==> config.mk <==
export PLATFORM = sky130hd
export DESIGN_NAME = gf180mcu_fd_sc_mcu9t5v0__evtcap_1
export DESIGN_NICKNAME = d
export VERILOG_FILES = /design/src/rtl/gf180mcu_fd_sc_mcu9t5v0__evtcap_pkg.sv /design/src/rtl/gf180mcu_fd_sc_mcu9t5v0__evtcap_sync.sv /design/src/rtl/gf180mcu_fd_sc_mcu9t5v0__evtcap_1.sv
export SDC_FILE = /design/constraint.sdc
export NUM_CORES = 1
export LEC_CHECK = 0
export CAP_MARGIN = 5
export CELL_PAD_IN_SITES_DETAIL_PLACEMENT = 1
export CELL_PAD_IN_SITES_GLOBAL_PLACEMENT = 1
export CORE_ASPECT_RATIO = 1.2
export CORE_UTILIZATION = 38
export DETAILED_ROUTE_END_ITERATION = 12
export MAX_ROUTING_LAYER = met4
export PLACE_DENSITY = 0.77
export SYNTH_ARGS = -nofsm -noshare
export SYNTH_HDL_FRONTEND = slang
export SYNTH_SLANG_ARGS = --single-unit
==> constraint.sdc <==
create_clock -name CLK -period 1.7 [get_ports CLK]
set_clock_uncertainty 0.05 [all_clocks]
set_input_delay 0.51 -clock CLK [delete_from_list [all_inputs] [get_ports CLK]]
set_output_delay 0.51 -clock CLK [all_outputs]
set_load 0.02 [all_outputs]
==> src/rtl/gf180mcu_fd_sc_mcu9t5v0__evtcap_pkg.sv <==
// Shared types and bounds for the evtcap event-capture macro.
// Optional glitch filter: GF180MCU_FD_SC_MCU9T5V0_EVTCAP_GLITCH_FILTER_EN.
package gf180mcu_fd_sc_mcu9t5v0__evtcap_pkg;

  typedef enum logic [1:0] {
    IDLE    = 2'd0,
    REQ     = 2'd1,
    WAIT_LO = 2'd2
  } evtcap_state_t;

  localparam int unsigned CNT_W_MIN       = 2;
  localparam int unsigned CNT_W_MAX       = 16;
  localparam int unsigned SYNC_STAGES_MIN = 2;
  localparam int unsigned SYNC_STAGES_MAX = 4;

  // Keeps the synchronizer depth inside its legal range.
  function automatic int unsigned clamp_stages(input int unsigned n);
    if (n < SYNC_STAGES_MIN) return SYNC_STAGES_MIN;
    if (n > SYNC_STAGES_MAX) return SYNC_STAGES_MAX;
    return n;
  endfunction

endpackage

==> src/rtl/gf180mcu_fd_sc_mcu9t5v0__evtcap_sync.sv <==
// Synchronizer, optional two-sample glitch filter and rising-edge detector.
// Filter enabled by GF180MCU_FD_SC_MCU9T5V0_EVTCAP_GLITCH_FILTER_EN.
module gf180mcu_fd_sc_mcu9t5v0__evtcap_sync
  import gf180mcu_fd_sc_mcu9t5v0__evtcap_pkg::*;
#(
  parameter int unsigned SYNC_STAGES = 2
) (
  input  logic CLK,
  input  logic RN,
  input  logic D,
  output logic EDGE
);

  localparam int unsigned STAGES = clamp_stages(SYNC_STAGES);

  logic [STAGES-1:0] s;
  logic              s_last;
  logic              prev;
  logic              prev_next;

  assign s_last = s[STAGES-1];

  always_ff @(posedge CLK or negedge RN) begin
    if (!RN) s <= '0;
    else     s <= {s[STAGES-2:0], D};
  end

`ifdef GF180MCU_FD_SC_MCU9T5V0_EVTCAP_GLITCH_FILTER_EN
  logic f;

  always_ff @(posedge CLK or negedge RN) begin
    if (!RN) f <= 1'b0;
    else     f <= s_last;
  end

  // Level only moves after two consecutive equal samples.
  assign prev_next = (s_last == f) ? s_last : prev;
`else
  assign prev_next = s_last;
`endif

  always_ff @(posedge CLK or negedge RN) begin
    if (!RN) prev <= 1'b0;
    else     prev <= prev_next;
  end

  assign EDGE = prev_next & ~prev;

endmodule

==> src/rtl/gf180mcu_fd_sc_mcu9t5v0__evtcap_1.sv <==
// Event capture: counts synchronized rising edges of D and hands batches to a
// slow consumer over a four-phase REQ/ACK handshake.
// Optional glitch filter: GF180MCU_FD_SC_MCU9T5V0_EVTCAP_GLITCH_FILTER_EN.
module gf180mcu_fd_sc_mcu9t5v0__evtcap_1
  import gf180mcu_fd_sc_mcu9t5v0__evtcap_pkg::*;
#(
  parameter int unsigned CNT_W       = 8,
  parameter int unsigned SYNC_STAGES = 2
) (
  input  logic             CLK,
  input  logic             RN,
  input  logic             D,
  input  logic             ACK,
  output logic             Q_REQ,
  output logic [CNT_W-1:0] Q_CNT,
  output logic             Q_OVF
);

  localparam logic [CNT_W-1:0] ACC_MAX = '1;

  evtcap_state_t    state;
  evtcap_state_t    state_next;
  logic [CNT_W-1:0] acc;
  logic [CNT_W-1:0] acc_base;
  logic [CNT_W-1:0] acc_next;
  logic [CNT_W-1:0] cnt_next;
  logic             ovf_acc;
  logic             ovf_base;
  logic             ovf_acc_next;
  logic             req_next;
  logic             ovf_next;
  logic             ack_q;
  logic             ack_rise;
  logic             edge_det;

  gf180mcu_fd_sc_mcu9t5v0__evtcap_sync #(
    .SYNC_STAGES(SYNC_STAGES)
  ) u_sync (
    .CLK (CLK),
    .RN  (RN),
    .D   (D),
    .EDGE(edge_det)
  );

  // A handshake completes only on an ACK that rises while REQ is pending.
  assign ack_rise = ACK & ~ack_q;

  always_comb begin
    state_next   = state;
    req_next     = Q_REQ;
    cnt_next     = Q_CNT;
    ovf_next     = Q_OVF;
    acc_base     = acc;
    ovf_base     = ovf_acc;
    acc_next     = acc;
    ovf_acc_next = ovf_acc;

    unique case (state)
      IDLE: begin
        if (acc != '0) begin
          cnt_next   = acc;
          ovf_next   = ovf_acc;
          req_next   = 1'b1;
          acc_base   = '0;
          ovf_base   = 1'b0;
          state_next = REQ;
        end
      end
      REQ: begin
        if (ack_rise) begin
          req_next   = 1'b0;
          state_next = WAIT_LO;
        end
      end
      WAIT_LO: begin
        if (!ACK) state_next = IDLE;
      end
      default: state_next = IDLE;
    endcase

    // Edges add onto the post-snapshot value so a colliding edge is kept.
    acc_next     = acc_base;
    ovf_acc_next = ovf_base;
    if (edge_det && (acc_base != ACC_MAX)) begin
      acc_next     = acc_base + CNT_W'(1);
      ovf_acc_next = ovf_base | (acc_next == ACC_MAX);
    end
  end

  always_ff @(posedge CLK or negedge RN) begin
    if (!RN) begin
      state   <= IDLE;
      acc     <= '0;
      ovf_acc <= 1'b0;
      ack_q   <= 1'b0;
      Q_REQ   <= 1'b0;
      Q_CNT   <= '0;
      Q_OVF   <= 1'b0;
    end else begin
      state   <= state_next;
      acc     <= acc_next;
      ovf_acc <= ovf_acc_next;
      ack_q   <= ACK;
      Q_REQ   <= req_next;
      Q_CNT   <= cnt_next;
      Q_OVF   <= ovf_next;
    end
  end

endmodule

=== After elaboration in Yosys (flattened, before gate mapping) ===
Index checks and enable logic that the tools add are counted.

* Register bits: 25
* Word-level logic and storage cells: 42

* Bitwise logic cells: 5
* Reduce and logical (&&, ||, !) cells: 7
* Multiplexer cells: 13
* $add $sub $neg: 1
* Equality and inequality tests: 7

{| class="wikitable"
|+ Operators with widths
! kind !! count
|-
| 8-bit 2-to-1 mux || 3
|-
| 8-bit by 1-bit adder with 8-bit output (second input constant) || 1
|-
| 8-bit == test (second input constant) || 1
|-
| 8-bit inequality test (second input constant) || 1
|-
| 8-bit nonzero test || 1
|-
| 2-bit 2-to-1 mux || 3
|-
| 2-bit inequality test (second input constant) || 3
|-
| 2-bit case mux with 3 select lines || 1
|-
| 3-bit AND reduction || 2
|-
| 1-bit 2-to-1 mux || 5
|-
| 1-bit bitwise AND || 2
|-
| 2-bit by 1-bit == test with 1-bit output (second input constant) || 1
|-
| 2-bit == test (second input constant) || 1
|-
| 2-bit logical NOT || 1
|-
| 1-bit inverter || 2
|-
| 1-bit case mux with 2 select lines || 1
|-
| 2-bit AND reduction || 1
|-
| 2-bit nonzero test || 1
|-
| 1-bit logical AND || 1
|-
| 1-bit bitwise OR || 1
|}

=== Depth between registers and ports, before layout ===
* Word-level depth: 7
* Depth in mapped cells: 4
* Mapped depth without buffers: 3

=== Modules after synthesis ===
From an unflattened synthesis, not the netlist that was laid out.

* Cell total of the unflattened synthesis: 88
* Area total of the unflattened synthesis: 1089.8 sq um

{| class="wikitable"
|+ Modules (own cells, without submodules)
! module !! seq. area each (sq um) !! cells each !! instances !! area each (sq um)
|-
| gf180mcu_fd_sc_mcu9t5v0__evtcap_1 || 550.5 || 84 || 1 || 1001.0
|-
| gf180mcu_fd_sc_mcu9t5v0__evtcap_sync || 75.1 || 4 || 1 || 88.8
|}

=== Worst setup path before layout ===
Ideal clock, no wire load.

* Path kind: register -> register
* From: register acc[4]
* To: register Q_CNT[3]
* Slack: -0.055 ns
* Data required time: 1.525 ns
* Buffers on the path: 1
* Cell stages (with the launch flop): 5
* Arrival: 1.579 ns
* Path through: dfrtp_1 -> or4_1 -> o21a_1 -> buf_6 -> mux2_4

* Longest elaborated chain between the ends: 2

{| class="wikitable"
|+ RTL lines
! what !! line !! RTL
|-
| from (decl) || gf180mcu_fd_sc_mcu9t5v0__evtcap_1.sv:23 || <nowiki>logic [CNT_W-1:0] acc;</nowiki>
|-
| from (signal assigned) || gf180mcu_fd_sc_mcu9t5v0__evtcap_1.sv:101 || <nowiki>acc <= acc_next;</nowiki>
|-
| 8-bit nonzero test || gf180mcu_fd_sc_mcu9t5v0__evtcap_1.sv:60 || <nowiki>if (acc != '0) begin</nowiki>
|-
| 2-bit AND reduction (no line) || -- ||
|-
| to (signal assigned) || gf180mcu_fd_sc_mcu9t5v0__evtcap_1.sv:105 || <nowiki>Q_CNT <= cnt_next;</nowiki>
|-
| to (decl) || gf180mcu_fd_sc_mcu9t5v0__evtcap_1.sv:15 || <nowiki>output logic [CNT_W-1:0] Q_CNT,</nowiki>
|}

No other way between the ends.
A chain may end at the register's enable or synchronous reset.

=== Worst setup path after layout ===
* From: register acc[4]
* To: register Q_OVF

* Longest elaborated chain between the ends: 2

{| class="wikitable"
|+ RTL lines
! what !! line !! RTL
|-
| 8-bit nonzero test || gf180mcu_fd_sc_mcu9t5v0__evtcap_1.sv:60 ||
|-
| 2-bit AND reduction (no line) || -- ||
|-
| to (signal assigned) || gf180mcu_fd_sc_mcu9t5v0__evtcap_1.sv:106 || <nowiki>Q_OVF <= ovf_next;</nowiki>
|-
| to (decl) || gf180mcu_fd_sc_mcu9t5v0__evtcap_1.sv:16 || <nowiki>output logic Q_OVF</nowiki>
|}

No other way between the ends.

==> metrics.yaml <==
status: "finished with violations"
violations: "setup timing"
io_buffers: 13
place.gp.congestion: 0.828
slew_viol_final: 0
synthArstFlopShare_pct: 100
path_delay_family: "simple AND/OR/NAND/NOR gates"
finalHoldViolations: 0
drt_wl_total_um: 2550
post-dp-hpwl_um: 1840
setup_viol: 5
ys.flop_type: "dfrtp_1"
period_minus_slack_ns: 1.70
hold_buffers: 0
drive_above_1_share_pct: 26.1
dieArea_um2: 3020
vdd_ir_drop_max_v: 0.000600
hold_class: "reg2reg"
final_area_um2: 1350
seq_area_frac_synth_pct: 58.8
layout_common_cells: "dfrtp_1 (25), buf_4 (12), dlygate4sd2_1 (10), a21oi_1 (6), mux2_4 (6)"
tritoncts: "yes"
grt_max_degree: 26
synth_area_um2: 1060
grt_pass1_vias: 852
core_um2: 2600
worst_pin_slew_ns: 0.332
dr_total_vias: 802
cts_buffer_depth: 2
critPathMaxFanout: 6
grtUsageTotal_pct: 20.2
slowest_stage: "or4_4"
drv_cap: 0
crit_arrival_ns: 1.88
cts.clk_slew.worst_paths_ns: 0.14
syn-num-nets: 91
crit_path_max_incr_delay_ns: 0.56
fp.dieW_um: 50.3
layout.cells.most_common: "dfrtp_1"
rows: 20
synth_cell_types: 31
cp-start-kind: "register"
viasPerCell: 5.42
p_leak_nw: 0.644
worstPathCellList: "or4_4, o21a_4, mux2_4"
antenna_cells: 0
io_pins: 14
drtIter0Drc: 20
htreeDepth: 1
post_dp_cell_area_um2: 1310
required_ns: 1.88
detail_route.wl_per_cell_um: 17.2
fin_util_pct: 51.9
die_h_um: 60.0
syn_inst: 87
clock-sinks: 25
grt_overflow_total: 0
maxSlewHeadroom_pct: 77.7
drtAntennaViolNets: 0
antenna_found_initial: 0
syn_to_final_growth_pct: 27.1
nets: 120
end_kind: "register"
start_util_pct: 40.9
route.detailed.drc: 0
n_fill_cell: 284
synth-seq-cells: 25
power.density_nw_per_um2: 1230
max_freq_mhz: 587
worstSetupPathType: "reg2reg"
cp_num_buf_inv: 0
synth_edf_count: 0
period_share_pct: 100
insertion_delay_ns: 0.33
numCtsBuffers: 3
rsz0062_at_grt: "yes"
first_pass_iters: 3
setup_ws_ns: -0.00372
ys_warn_count: 0
root_buffer: "clkbuf_4"
syn_avg_cell_area_um2: 12.2
grt_pass1_wl_um: 4180
==> cells by family (layout without fill, tap and decap cells) <==
logic type,count (synthesis),after routing,synth area share (%)
AOI/OAI and AO/OA,20,21,11.8
buffers and inverters,7,34,3.18
DFF,25,25,58.8
muxes,7,7,9.53
and+or+nand+nor,28,28,16.7
==> Yosys cell counts, types with 3 or more instances <==
master / n / area share, %
nor3_1: 5 / 2.4
nor2_1: 3 / 1.1
o21ai_0: 4 / 1.9
mux2_4: 6 / 8.5
a21oi_1: 6 / 2.8
inv_1: 5 / 1.8
dfrtp_1: 25 / 59
==> cell type report <==
cell class / instances / area (um^2) / share of cell area, %
sequential: 25 / 626 / 46.3
multi-input combinational: 56 / 428 / 31.7
timing repair buffer: 25 / 208 / 15.4
tap: 33 / 41.3 / 3.06
clock buffer: 3 / 22.5 / 1.67
inverter: 5 / 18.8 / 1.39
clock inverter: 1 / 7.51 / 0.556
==> power breakdown <==
group	switching, mW	internal (mW)
sequential	0.0563	0.688
clock	0.184	0.0902
combinational	0.353	0.290
==> metrics by stage <==
stage	worst slack [ns]	power (mW)	TNS (ns)	std cells	hold slack [ns]
CTS	0.000562	1.67	0	148	0.328
global route	-0.0315	1.76	-0.148	148	0.340
finish	-0.00372	1.66	-0.0111	148	0.324
global placement	-0.104	1.34	-0.703	143	0.291
detailed placement	-0.158	1.38	-1.08	143	0.296
floorplan	-0.0523	1.11	-0.314	87	0.164
==> path summary, 6_finish.rpt <==
check                           cells past startpoint  slack, ns     endpoint        start
max in group asynchronous                           2       0.90       acc[7]           RN
worst max register to register                      3     -0.004        Q_OVF       acc[4]
worst max-delay path                                3     -0.004        Q_OVF       acc[4]
min in group asynchronous                           2       0.47       acc[0]           RN
worst min register to register                      0       0.32  u_sync.s[1]  u_sync.s[0]
worst min-delay path                                0       0.32  u_sync.s[1]  u_sync.s[0]
==> routing by layer <==
| metal | vias up | share of wire (%) | GRT usage [%] |
|---|---|---|---|
| met5 | - | 0 | - |
| met4 | 0 | 1.8 | 9.92 |
| met3 | 5 | 1.9 | 3.31 |
| met2 | 12 | 53 | 34.3 |
| met1 | 407 | 43 | 23.2 |
| li1 | 378 | - | - |
==> sequential cells by signal, summed over array words and instances, names as in the netlist <==
signal and count:
u_sync.prev 1, acc 8, ack_q 1, Q_REQ 1, ovf_acc 1, Q_CNT 8
state 2, Q_OVF 1, u_sync.s 2
==> worst register-to-register path, stage by stage, from the launching register on <==
cell and delay, ns:
dfrtp_1 0.41, or4_4 0.56, o21a_4 0.28, mux2_4 0.31
==> what timing repair did <==
item / CTS / global route
cloned: 1 / 0
resized for setup: 14 / 0
setup endpoints to repair: 21 / 6
buffers inserted: 0 / 0
pin swaps: 1 / 0
Power figures use the tool's default switching activity.
